<file path="src/rtl/beam_chan_serializer.sv">
// beam_chan_serializer
// Registered N-to-1 channel selector for the beamformer datapath. One frame of
// CHANNELS parallel signed samples is taken per input handshake, then either a
// single selected channel (static mode) or every channel in index order (scan
// mode) is streamed out as valid/ready beats tagged with channel index and
// end-of-frame. Samples pass through bit-exact.
//
// Optional feature macro: BEAM_CHAN_MASK_EN
//   When defined, a per-channel enable mask (ch_mask) is captured with each
//   frame; disabled channels are skipped and frames with nothing to emit are
//   dropped without leaving IDLE.
//
// Ports:
//   clk        rising-edge clock
//   rst_n      synchronous active-low reset
//   mode       0 = static select, 1 = scan all channels (sampled on accept)
//   sel        static-mode channel (sampled on accept)
//   in_data    packed frame, channel c at [c*WIDTH +: WIDTH]
//   in_valid   frame valid
//   in_ready   frame accepted on an edge where in_valid & in_ready
//   out_data   current sample
//   out_ch     channel index of out_data
//   out_valid  beat valid
//   out_last   final beat of the frame
//   out_ready  downstream accepts the beat on an edge where out_valid & out_ready
//   busy       high while a frame still has beats to deliver
//   ch_mask    per-channel enable (BEAM_CHAN_MASK_EN only)
module beam_chan_serializer #(
    parameter  int WIDTH    = 19,
    parameter  int CHANNELS = 16,
    localparam int IDX_W    = $clog2(CHANNELS)
) (
    input  logic                      clk,
    input  logic                      rst_n,
    input  logic                      mode,
    input  logic [IDX_W-1:0]          sel,
    input  logic [CHANNELS*WIDTH-1:0] in_data,
    input  logic                      in_valid,
    output logic                      in_ready,
    output logic [WIDTH-1:0]          out_data,
    output logic [IDX_W-1:0]          out_ch,
    output logic                      out_valid,
    output logic                      out_last,
    input  logic                      out_ready,
    output logic                      busy
`ifdef BEAM_CHAN_MASK_EN
   ,input  logic [CHANNELS-1:0]       ch_mask
`endif
);

    localparam logic [IDX_W:0]   CH_COUNT = (IDX_W+1)'(CHANNELS);
    localparam logic [IDX_W-1:0] LAST_CH  = IDX_W'(CHANNELS-1);

    typedef enum logic {
        IDLE,
        EMIT
    } state_t;

    state_t           state;
    logic [WIDTH-1:0] in_ch   [CHANNELS];
    logic [WIDTH-1:0] frame_q [CHANNELS];
    logic             mode_q;
    logic             accept;
    logic [IDX_W-1:0] sel_c;
    logic [IDX_W-1:0] start_idx;
    logic             start_ok;
    logic             start_last;
    logic [IDX_W-1:0] next_idx;
    logic             next_last;

`ifdef BEAM_CHAN_MASK_EN
    logic [CHANNELS-1:0] mask_q;
    logic [IDX_W-1:0]    in_first;
    logic [IDX_W-1:0]    in_hi;
    logic [IDX_W-1:0]    q_hi;
`endif

    // Unpack the flat input bus into per-channel lanes so channels can be
    // picked by index without multiplying the index by WIDTH.
    for (genvar c = 0; c < CHANNELS; c++) begin : g_unpack
        assign in_ch[c] = in_data[c*WIDTH +: WIDTH];
    end

    // A new frame may enter when nothing is presented, or when the final beat
    // of the current frame is handshaking this very edge (back-to-back frames).
    assign in_ready = rst_n & (~out_valid | (out_valid & out_last & out_ready));
    assign accept   = in_valid & in_ready;
    assign busy     = (state == EMIT);

    // Out-of-range selections only exist for non-power-of-two channel counts;
    // they collapse onto the highest channel.
    assign sel_c = ({1'b0, sel} >= CH_COUNT) ? LAST_CH : sel;

    // Work out the first beat of an incoming frame and the beat that follows
    // the one currently presented. With masking, scan mode walks only enabled
    // channels and ends on the highest enabled one; without it, scan is a plain
    // 0..CHANNELS-1 walk.
    always_comb begin
        start_idx  = sel_c;
        start_ok   = 1'b1;
        start_last = 1'b1;
        next_idx   = out_ch;
        next_last  = 1'b0;
`ifdef BEAM_CHAN_MASK_EN
        in_first = '0;
        in_hi    = '0;
        q_hi     = '0;
        for (int i = CHANNELS-1; i >= 0; i--) begin
            if (ch_mask[i]) in_first = IDX_W'(i);
            if (mask_q[i] && (IDX_W'(i) > out_ch)) next_idx = IDX_W'(i);
        end
        for (int i = 0; i < CHANNELS; i++) begin
            if (ch_mask[i]) in_hi = IDX_W'(i);
            if (mask_q[i])  q_hi  = IDX_W'(i);
        end
        next_last = (next_idx == q_hi);
        if (mode) begin
            start_idx  = in_first;
            start_ok   = |ch_mask;
            start_last = (in_first == in_hi);
        end else begin
            start_ok   = ch_mask[sel_c];
        end
`else
        next_idx  = out_ch + 1'b1;
        next_last = (next_idx == LAST_CH);
        if (mode) begin
            start_idx  = '0;
            start_last = 1'b0;
        end
`endif
    end

    // Frame buffer holds the accepted samples so upstream may change in_data
    // as soon as the frame is taken. Pure data, so it carries no reset.
    always_ff @(posedge clk) begin
        if (accept) begin
            for (int i = 0; i < CHANNELS; i++) begin
                frame_q[i] <= in_ch[i];
            end
        end
    end

    // Control FSM and output register. An accept always wins because it can
    // only coincide with the last-beat handshake; the first beat is loaded
    // straight from in_data to give one cycle of latency. A stalled beat keeps
    // every output untouched. Static-mode beats are always final, so mode_q
    // also terminates the frame as a safeguard.
    always_ff @(posedge clk) begin
        if (!rst_n) begin
            state     <= IDLE;
            out_valid <= 1'b0;
            out_last  <= 1'b0;
            out_data  <= '0;
            out_ch    <= '0;
            mode_q    <= 1'b0;
`ifdef BEAM_CHAN_MASK_EN
            mask_q    <= '0;
`endif
        end else if (accept) begin
            mode_q <= mode;
`ifdef BEAM_CHAN_MASK_EN
            mask_q <= ch_mask;
`endif
            if (start_ok) begin
                state     <= EMIT;
                out_valid <= 1'b1;
                out_data  <= in_ch[start_idx];
                out_ch    <= start_idx;
                out_last  <= start_last;
            end else begin
                state     <= IDLE;
                out_valid <= 1'b0;
                out_last  <= 1'b0;
            end
        end else if (out_valid && out_ready) begin
            if (out_last || !mode_q) begin
                state     <= IDLE;
                out_valid <= 1'b0;
                out_last  <= 1'b0;
            end else begin
                out_data  <= frame_q[next_idx];
                out_ch    <= next_idx;
                out_last  <= next_last;
            end
        end
    end

endmodule

</file>
<file path="config.mk">
export PLATFORM = sky130hd
export DESIGN_NAME = beam_chan_serializer
export DESIGN_NICKNAME = d
export VERILOG_FILES = /design/src/rtl/beam_chan_serializer.sv
export SDC_FILE = /design/constraint.sdc
export NUM_CORES = 1
export LEC_CHECK = 0
export CAP_MARGIN = 20
export CORE_MARGIN = 4
export CORE_UTILIZATION = 51
export DETAILED_ROUTE_END_ITERATION = 16
export GPL_TIMING_DRIVEN = 0
export HOLD_SLACK_MARGIN = 0.15
export PLACE_DENSITY = 0.93
export SLEW_MARGIN = 20
export SYNTH_ARGS = -nofsm -noshare
export SYNTH_HDL_FRONTEND = slang
export SYNTH_SLANG_ARGS = --single-unit
</file>
<file path="constraint.sdc">
create_clock -name clk -period 9.9 [get_ports clk]
set_input_delay 0.99 -clock clk [delete_from_list [all_inputs] [get_ports clk]]
set_output_delay 0.99 -clock clk [all_outputs]
set_load 0.02 [all_outputs]
</file>
==> metrics.md, run 1 <==
| Metric | Value |
|---|---|
| Status | `completed` |
| Fin Hold WS | `0.5279 ns` |
| CP Capture Type | `primary output` |
| Total grt overflow | `0` |
| H-tree levels | `2` |
| Hold Path Cell Cnt | `2` |
| YS warnings | `0` |
| Pwr Density | `171.6 nW/µm²` |
| Post-CTS Setup Inserts | `0` |
| Register-to-register setup slack | `6.25 ns` |
| Max transition margin | `26.09%` |
| Cts hold-fix bufs | `0` |
| Initial core utilization | `between 50% and 60%` |
| Syn Inst Count | `980` |
| Sequential element share of the synthesized area | `a little over three fifths` |
| Period utilization | `roughly 44%` |
| Final Max Tran Viols | `0` |
| Hold crit path type | `flip-flop to flip-flop` |
| Leak pwr | `between 0.006 and 0.007 µW` |
| Crit path launch type | `primary input` |
| Max VDD drop | `0.1190 mV` |
| Endpoints failing hold | `0` |
| Worst-margin pin slew | `1.105 ns` |
| Vias in the first global route | `12540` |
| Crit Path Max Fanout | `10` |
| 1st-pass router iterations | `9` |
| Syn_area_per_cell | `around 16 µm²` |
| Max capacitance violation total | `0` |
| Sink Count | `330` |
| Share of post-route cells with drive strength above 1 | `between 10% and 20%` |
| Post-Route WL | `about 58000 µm` |
| Hold Crit Endpoint | `mode_q$_SDFFE_PN0P_` |
| Critical-path top delay cell | `clkdlybuf4s50_1` |
| Number of port buffers | `approximately 340` |
| Count leader, synth | `edfxtp_1` |
| Die outline height | `around 180 µm` |
| Vias/cell | `6.803` |
| Largest net degree at the start of global routing | `114` |
| Crit-path cells | `clkdlybuf4s50_1 -> clkbuf_1 -> and2_1 -> clkdlybuf4s50_1` |
| Worst min-delay path startpoint | `mode_q$_SDFFE_PN0P_` |
| Number of flops mapped to enable cells by yosys | `304` |
| Initial antenna violation count | `5` |
| Core box area | `29640 µm²` |
| Setup Crit Path Kind | `primary input to primary output` |
| DRC violations left | `0` |
| Critical path arrival | `around 3.3 ns` |
| Design Power | `3502 µW` |
| Drt wl/cell | `roughly 32 µm` |
| Clock root buffer | `clkbuf_16` |
| DRT antenna net count | `0` |
| Area growth, synth to finish | `32.87%` |
| Largest area contributor in the netlist | `edfxtp_1` |
| Clk_skew | `between 0.015 and 0.02 ns` |
| Cell Area, Synth | `15360 µm²` |
| CTS resizes | `0` |
| Unrepaired setup endpoints after global routing | `false` |
| Reg2reg end | `out_data[13]$_SDFFE_PN0P_` |
| Row count | `63` |
| CP dominant cell by count | `clkdlybuf4s50_1` |
| Worst-Skew Late Latency | `about 0.53 ns` |
| Critical Path RT | `between 8 and 9 ns` |
| Longest Clk Path Bufs | `3` |
| Post-synth cell types | `58` |
| Io pins | `340` |
| Num CTS Buffers | `36` |
| Setup crit start | `rst_n` |
| Post-synth top cells | `edfxtp_1, mux4_2, nand2_1` |
| Filler cell count | `around 1900` |
| CTS clk-pin slew, worst paths | `0.06 ns` |
| Vias | `12070` |
| Die Area | `32960 µm²` |
| Synthesized Nets | `between 1000 and 1500` |
| Max Fclk | `~230 MHz` |
| All-layer global routing usage | `about a third` |
| Layout net count | `1670` |
| CTS tree | `built` |
| CP peak stage delay | `0.85 ns` |
| Main flop type after synthesis | `edfxtp_1` |
| Drt first-iter violations | `~2000` |
| Top-area cell type share of the netlist area | `between 50 and 60%` |
| Ranking of synthesized cells by area | `edfxtp_1, mux4_2, mux2_2` |
| FF-to-FF Start | `out_ch[0]$_SDFFE_PN0P_` |
| First-pass GRT wire length | `between 80000 and 90000 µm` |
| Fraction of registers with async set/reset | `0%` |
| GP Congestion | `between 0.9 and 1` |
| Tmin final | `approximately 4.3 ns` |
| Flops & latches, synth | `330` |
| Hpwl dp | `~41000 µm` |
| Final setup vio count | `0` |
| Die X | `181.5 µm` |
| Worst R2R Path Depth | `11` |
## per-stage QoR
stage          setup slack [ns]  setup TNS [ns]  util, %  cells  cell area, µm²
2_1_floorplan             1.092               0        -    980           15360
3_3_place_gp             -3.535         -309.44    64.78   1705           19200
3_5_place_dp              5.668               0    64.99   1707           19260
4_1_cts                   5.666               0    68.83   1771           20400
5_1_grt                   5.647               0    68.86   1774           20410
6_report                  5.577               0    68.86   1774           20410
## flip-flops by register name (all words and copies together) (netlist names)
name	count
mode_q	1
out_last	1
busy	1
out_ch	4
frame_q	304
out_data	19
## layer usage
layer	vias up	wire length (µm)	global-route usage, %
li1	4751	-	-
met1	5802	18260	40.47
met2	1224	27270	54.34
met3	288	8295	10.50
met4	4	3699	18.10
met5	-	32	0.2963
## final cells by class
class	count	area [µm²]	area share [%]
buffer	82	444.2	2.176
clock inverter	20	175.2	0.8583
antenna	3	7.507	0.03679
sequential	330	9649	47.28
timing repair buffer	337	3408	16.70
multi-input combinational	563	5248	25.71
clock buffer	44	962.2	4.715
inverter	5	26.28	0.1287
tap	390	488.0	2.391
## worst max-delay path by stage
stage,to,slack [ns],depth (start not counted)
global placement,out_data[3]$_SDFFE_PN0P_,-3.54,7
CTS,in_ready,5.67,4
global route,in_ready,5.65,4
floorplan,out_data[2]$_SDFFE_PN0P_,1.09,7
finish,in_ready,5.58,4
detailed placement,in_ready,5.67,4
## cells by family (layout without fill, tap and decap cells)
| kind of cell | count (synthesis) | in the layout | synth area share, % |
|---|---|---|---|
| AOI/OAI and AO/OA | 217 | 217 | 9.181 |
| xor gates and xnor gates | 4 | 4 | 0.2281 |
| adders and majority gates | 2 | 2 | 0.1629 |
| buffers and inverters | 87 | 488 | 3.014 |
| DFF | 330 | 330 | 62.82 |
| muxes | 168 | 168 | 19.09 |
| other | 0 | 3 | 0 |
| and+or+nand+nor | 172 | 172 | 5.499 |
## power by group
part	internal (µW)	leakage (µW)	switching [µW]
Combinational	269	0.00327	282
Clock	770	0.000566	559
Sequential	1600	0.00304	23.7
## worst max-delay path: cells and delay by family
family | cells | cell delay (ns)
buf+inv | 3 | 2.07
simple gates | 1 | 0.26
## cells in the final DEF, fill, tap and decap left out, drive strengths merged, types with 5 or more instances in the layout
master / netlist / layout
a211oi: 28 / 28
a21oi: 54 / 54
a221oi: 17 / 17
a22oi: 16 / 16
a311oi: 20 / 20
buf: 53 / 55
clkbuf: 29 / 73
clkdlybuf4s50: 0 / 335
clkinv: 0 / 15
dfxtp: 26 / 26
edfxtp: 304 / 304
inv: 5 / 7
mux2: 50 / 50
mux2i: 23 / 23
mux4: 95 / 95
nand2: 69 / 69
nand2b: 5 / 5
nor2: 25 / 25
nor2b: 24 / 24
nor3: 17 / 17
nor4: 15 / 15
o21ai: 61 / 61
Power figures use the tool's default switching activity.
==> run 2: changes to the inputs <==
Settings changed: CORE_UTILIZATION 51 to 46, PLACE_DENSITY 0.93 to 0.89.
Clock period 9.9 ns to 3.8 ns, I/O delays scaled along.
==> run 2 against run 1 <==
  * First-iteration DRC count is 12% lower
  * Register-to-register slack worse by 6.2 ns
  * Flip-flop and latch count stayed put
  * Critical path depth is 7 higher
  * Sequential share of layout area is 0.51 points lower
  * Count of clock-buffer cells in the layout stayed put
  * Clock power grew to 2.6 times the previous value
  * Combinational power grew to 2.6 times the previous value
  * Wire length is 1.0% lower
  * Die area is 10% higher
  * Critical path type is now flip-flop to flip-flop
  * Highest routed layer unchanged
==> metrics.md, run 2 (synthesized netlist as in run 1, its figures left out) <==
| Metric | Value |
|---|---|
| Status | `completed` |
| Setup TNS | `0 ns (unchanged)` |
| Area of the multi-input gates | `5266 µm² (+0.36%)` |
| Setup Crit Path Kind | `flip-flop to flip-flop` |
| CTS resizes | `0 (unchanged)` |
| Drt first-iter violations | `1725 (-12%)` |
| Longest Clk Path Bufs | `3 (unchanged)` |
| Max FFs per register | `304 (unchanged)` |
| Biggest register | `frame_q` |
| Critical Path RT | `4.20 ns (-4.71 ns)` |
| All-layer global routing usage | `30.23% (-3.4 points)` |
| Hpwl dp | `41510 µm (+2.0%)` |
| GP Congestion | `0.9006 (-4.9%)` |
| Most frequent cells in the layout | `clkdlybuf4s50_1, edfxtp_1, mux4_2` |
| DRC violations left | `0 (unchanged)` |
| Die outline height | `190.7 µm (+5.1%)` |
| Initial antenna violation count | `18 (+13)` |
| Met3 Use GR | `9.667% (-0.83 points)` |
| Vias in the first global route | `12320 (-1.7%)` |
| Filler cell count | `2350 (+22%)` |
| P_sw | `2225 µW (+160%)` |
| First-pass GRT wire length | `79220 µm (-1.8%)` |
| Post-route design area | `20640 µm² (+1.1%)` |
| Vias | `11830 (-2.0%)` |
| Crit Path Max Fanout | `10 (unchanged)` |
| Max Fclk | `267.9 MHz` |
| CTS tree | `built` |
| Max capacitance violation total | `0 (unchanged)` |
| CTS clk-pin slew, worst paths | `0.06 ns (about the same)` |
| Clock root buffer | `clkbuf_16` |
| Number of port buffers | `335 (unchanged)` |
| CP Capture Type | `flip-flop` |
| DRT antenna net count | `0 (unchanged)` |
| Cts hold-fix bufs | `0 (unchanged)` |
| Tmin final | `3.733 ns` |
| H-tree levels | `2 (unchanged)` |
| Crit path launch type | `flip-flop` |
| Post-CTS Setup Inserts | `0 (unchanged)` |
| Max transition margin | `22.32% (-3.8 points)` |
| Sequential power share | `46.2% (about the same)` |
| CP peak stage delay | `0.87 ns (+0.02 ns)` |
| Critical path arrival | `4.13 ns (+0.80 ns)` |
| CP top delay family | `buffers and inverters` |
| Leak pwr | `0.006906 µW (+0.56%)` |
| Row count | `66 (+4.8%)` |
| Crit-path cells | `buf_6 -> buf_6 -> buf_4 -> inv_1 -> ha_1 -> buf_2 -> clkbuf_1 -> mux4_2 -> mux4_2 -> nor2_1 -> nor4_1` |
| Num CTS Buffers | `36 (unchanged)` |
| Core box area | `32700 µm² (+10%)` |
| Int Pwr | `6896 µW (+160%)` |
| Die X | `190.7 µm (+5.1%)` |
| Layout net count | `1677 (+0.42%)` |
| Endpoints failing hold | `0 (unchanged)` |
| Comb pwr share | `15.8% (about the same)` |
| Worst-margin pin slew | `1.165 ns (+0.06029 ns)` |
| Global routing usage on met2 | `49.74% (-4.6 points)` |
| Max VDD drop | `0.3040 mV (+160%)` |
| Clk_skew | `0.01984 ns (+0.002579 ns)` |
| Clock power share | `37.9% (about the same)` |
| GR Util met1 | `36.10% (-4.4 points)` |
| Seq. cell area | `9654 µm² (about the same)` |
| Final setup vio count | `0 (unchanged)` |
| Critical-path top delay cell | `clkbuf_1` |
| Share of post-route cells with drive strength above 1 | `19.12% (+0.44 points)` |
| Sink Count | `330 (unchanged)` |
| 1st-pass router iterations | `5 (-4)` |
| Vias/cell | `6.434 (-5.4%)` |
| Initial core utilization | `46.97% (-4.9 points)` |
| Period utilization | `roughly 98%` |
| Largest registers | `frame_q: 304 flops, out_data: 19 flops, out_ch: 4 flops` |
| Worst-Skew Late Latency | `0.53 ns (about the same)` |
| GRT Max-Usage Layer | `met2` |
| CP Buf/Inv Count | `6 (+3)` |
| Hold crit path type | `primary input to flip-flop` |
| Largest net degree at the start of global routing | `39 (-66%)` |
| Final Max Tran Viols | `0 (unchanged)` |
| Total grt overflow | `0 (unchanged)` |
| Placed Area | `19480 µm² (+1.1%)` |
| Io pins | `340 (unchanged)` |
| Die Area | `36380 µm² (+10%)` |
| Commonest non-fill, non-tap cell in the layout | `clkdlybuf4s50_1` |
| Pwr Density | `441.9 nW/µm² (+160%)` |
| Fin Hold WS | `0.4295 ns (-0.09836 ns)` |
| Post-Route WL | `56960 µm (-1.0%)` |
| Area growth, synth to finish | `34.38%` |
| Sw frac | `24.39% (-0.29 points)` |
| Drt wl/cell | `30.97 µm (-4.5%)` |
[run 2: changes by cell type in the layout (fill, tap and decap cells not counted), sizes merged]
cell,delta
clkinvlp,+2
buf,+7
clkinv,-3
diode,+8
inv,-2
bufinv,+1
[run 2: power by group through the flow]
stage                     Sequential [µW]  Clock [µW]  Combinational, µW
after detailed placement             4290           0               1410
final                                4220        3460               1440
after floorplan                      4330           0                638
after CTS                            4220        3470               1420
after global routing                 4230        3630               1490
after global placement               4320           0               1360
[run 2: cell type report]
class                      instances  share of cell area [%]
antenna                           11                  0.1334
buffer                            82                   2.182
clock buffer                      44                   4.510
clock inverter                    18                  0.9760
inverter                           5                  0.1091
multi-input combinational        563                   25.52
sequential                       330                   46.77
tap                              442                   2.679
timing repair buffer             344                   17.12
[run 2: per-stage QoR]
step	std cells	utilization, %	power, µW	setup WS [ns]
floorplan	980	-	4966	-2.306
global placement	1757	59.02	5683	-5.432
detailed placement	1766	59.57	5703	0.1243
CTS	1828	63.03	9109	0.09637
global route	1836	63.09	9352	-0.0009668
finish	1839	63.12	9121	0.06731
[run 2: worst paths after layout]
path | startpoint | to | slack (ns) | depth (start not counted)
min | in_data[130] | frame_q[6][16]$_DFFE_PP_ | 0.43 | 1
min reg2reg | mode_q$_SDFFE_PN0P_ | mode_q$_SDFFE_PN0P_ | 0.51 | 2
max reg2reg | out_ch[0]$_SDFFE_PN0P_ | out_data[14]$_SDFFE_PN0P_ | 0.07 | 11
max | out_ch[0]$_SDFFE_PN0P_ | out_data[14]$_SDFFE_PN0P_ | 0.07 | 11
[run 2: routing by layer]
| layer | vias to the layer above | wire (µm) |
|---|---|---|
| li1 | 4781 | - |
| met1 | 5734 | 18830 |
| met2 | 1071 | 27270 |
| met3 | 233 | 7410 |
| met4 | 14 | 3366 |
| met5 | - | 80 |
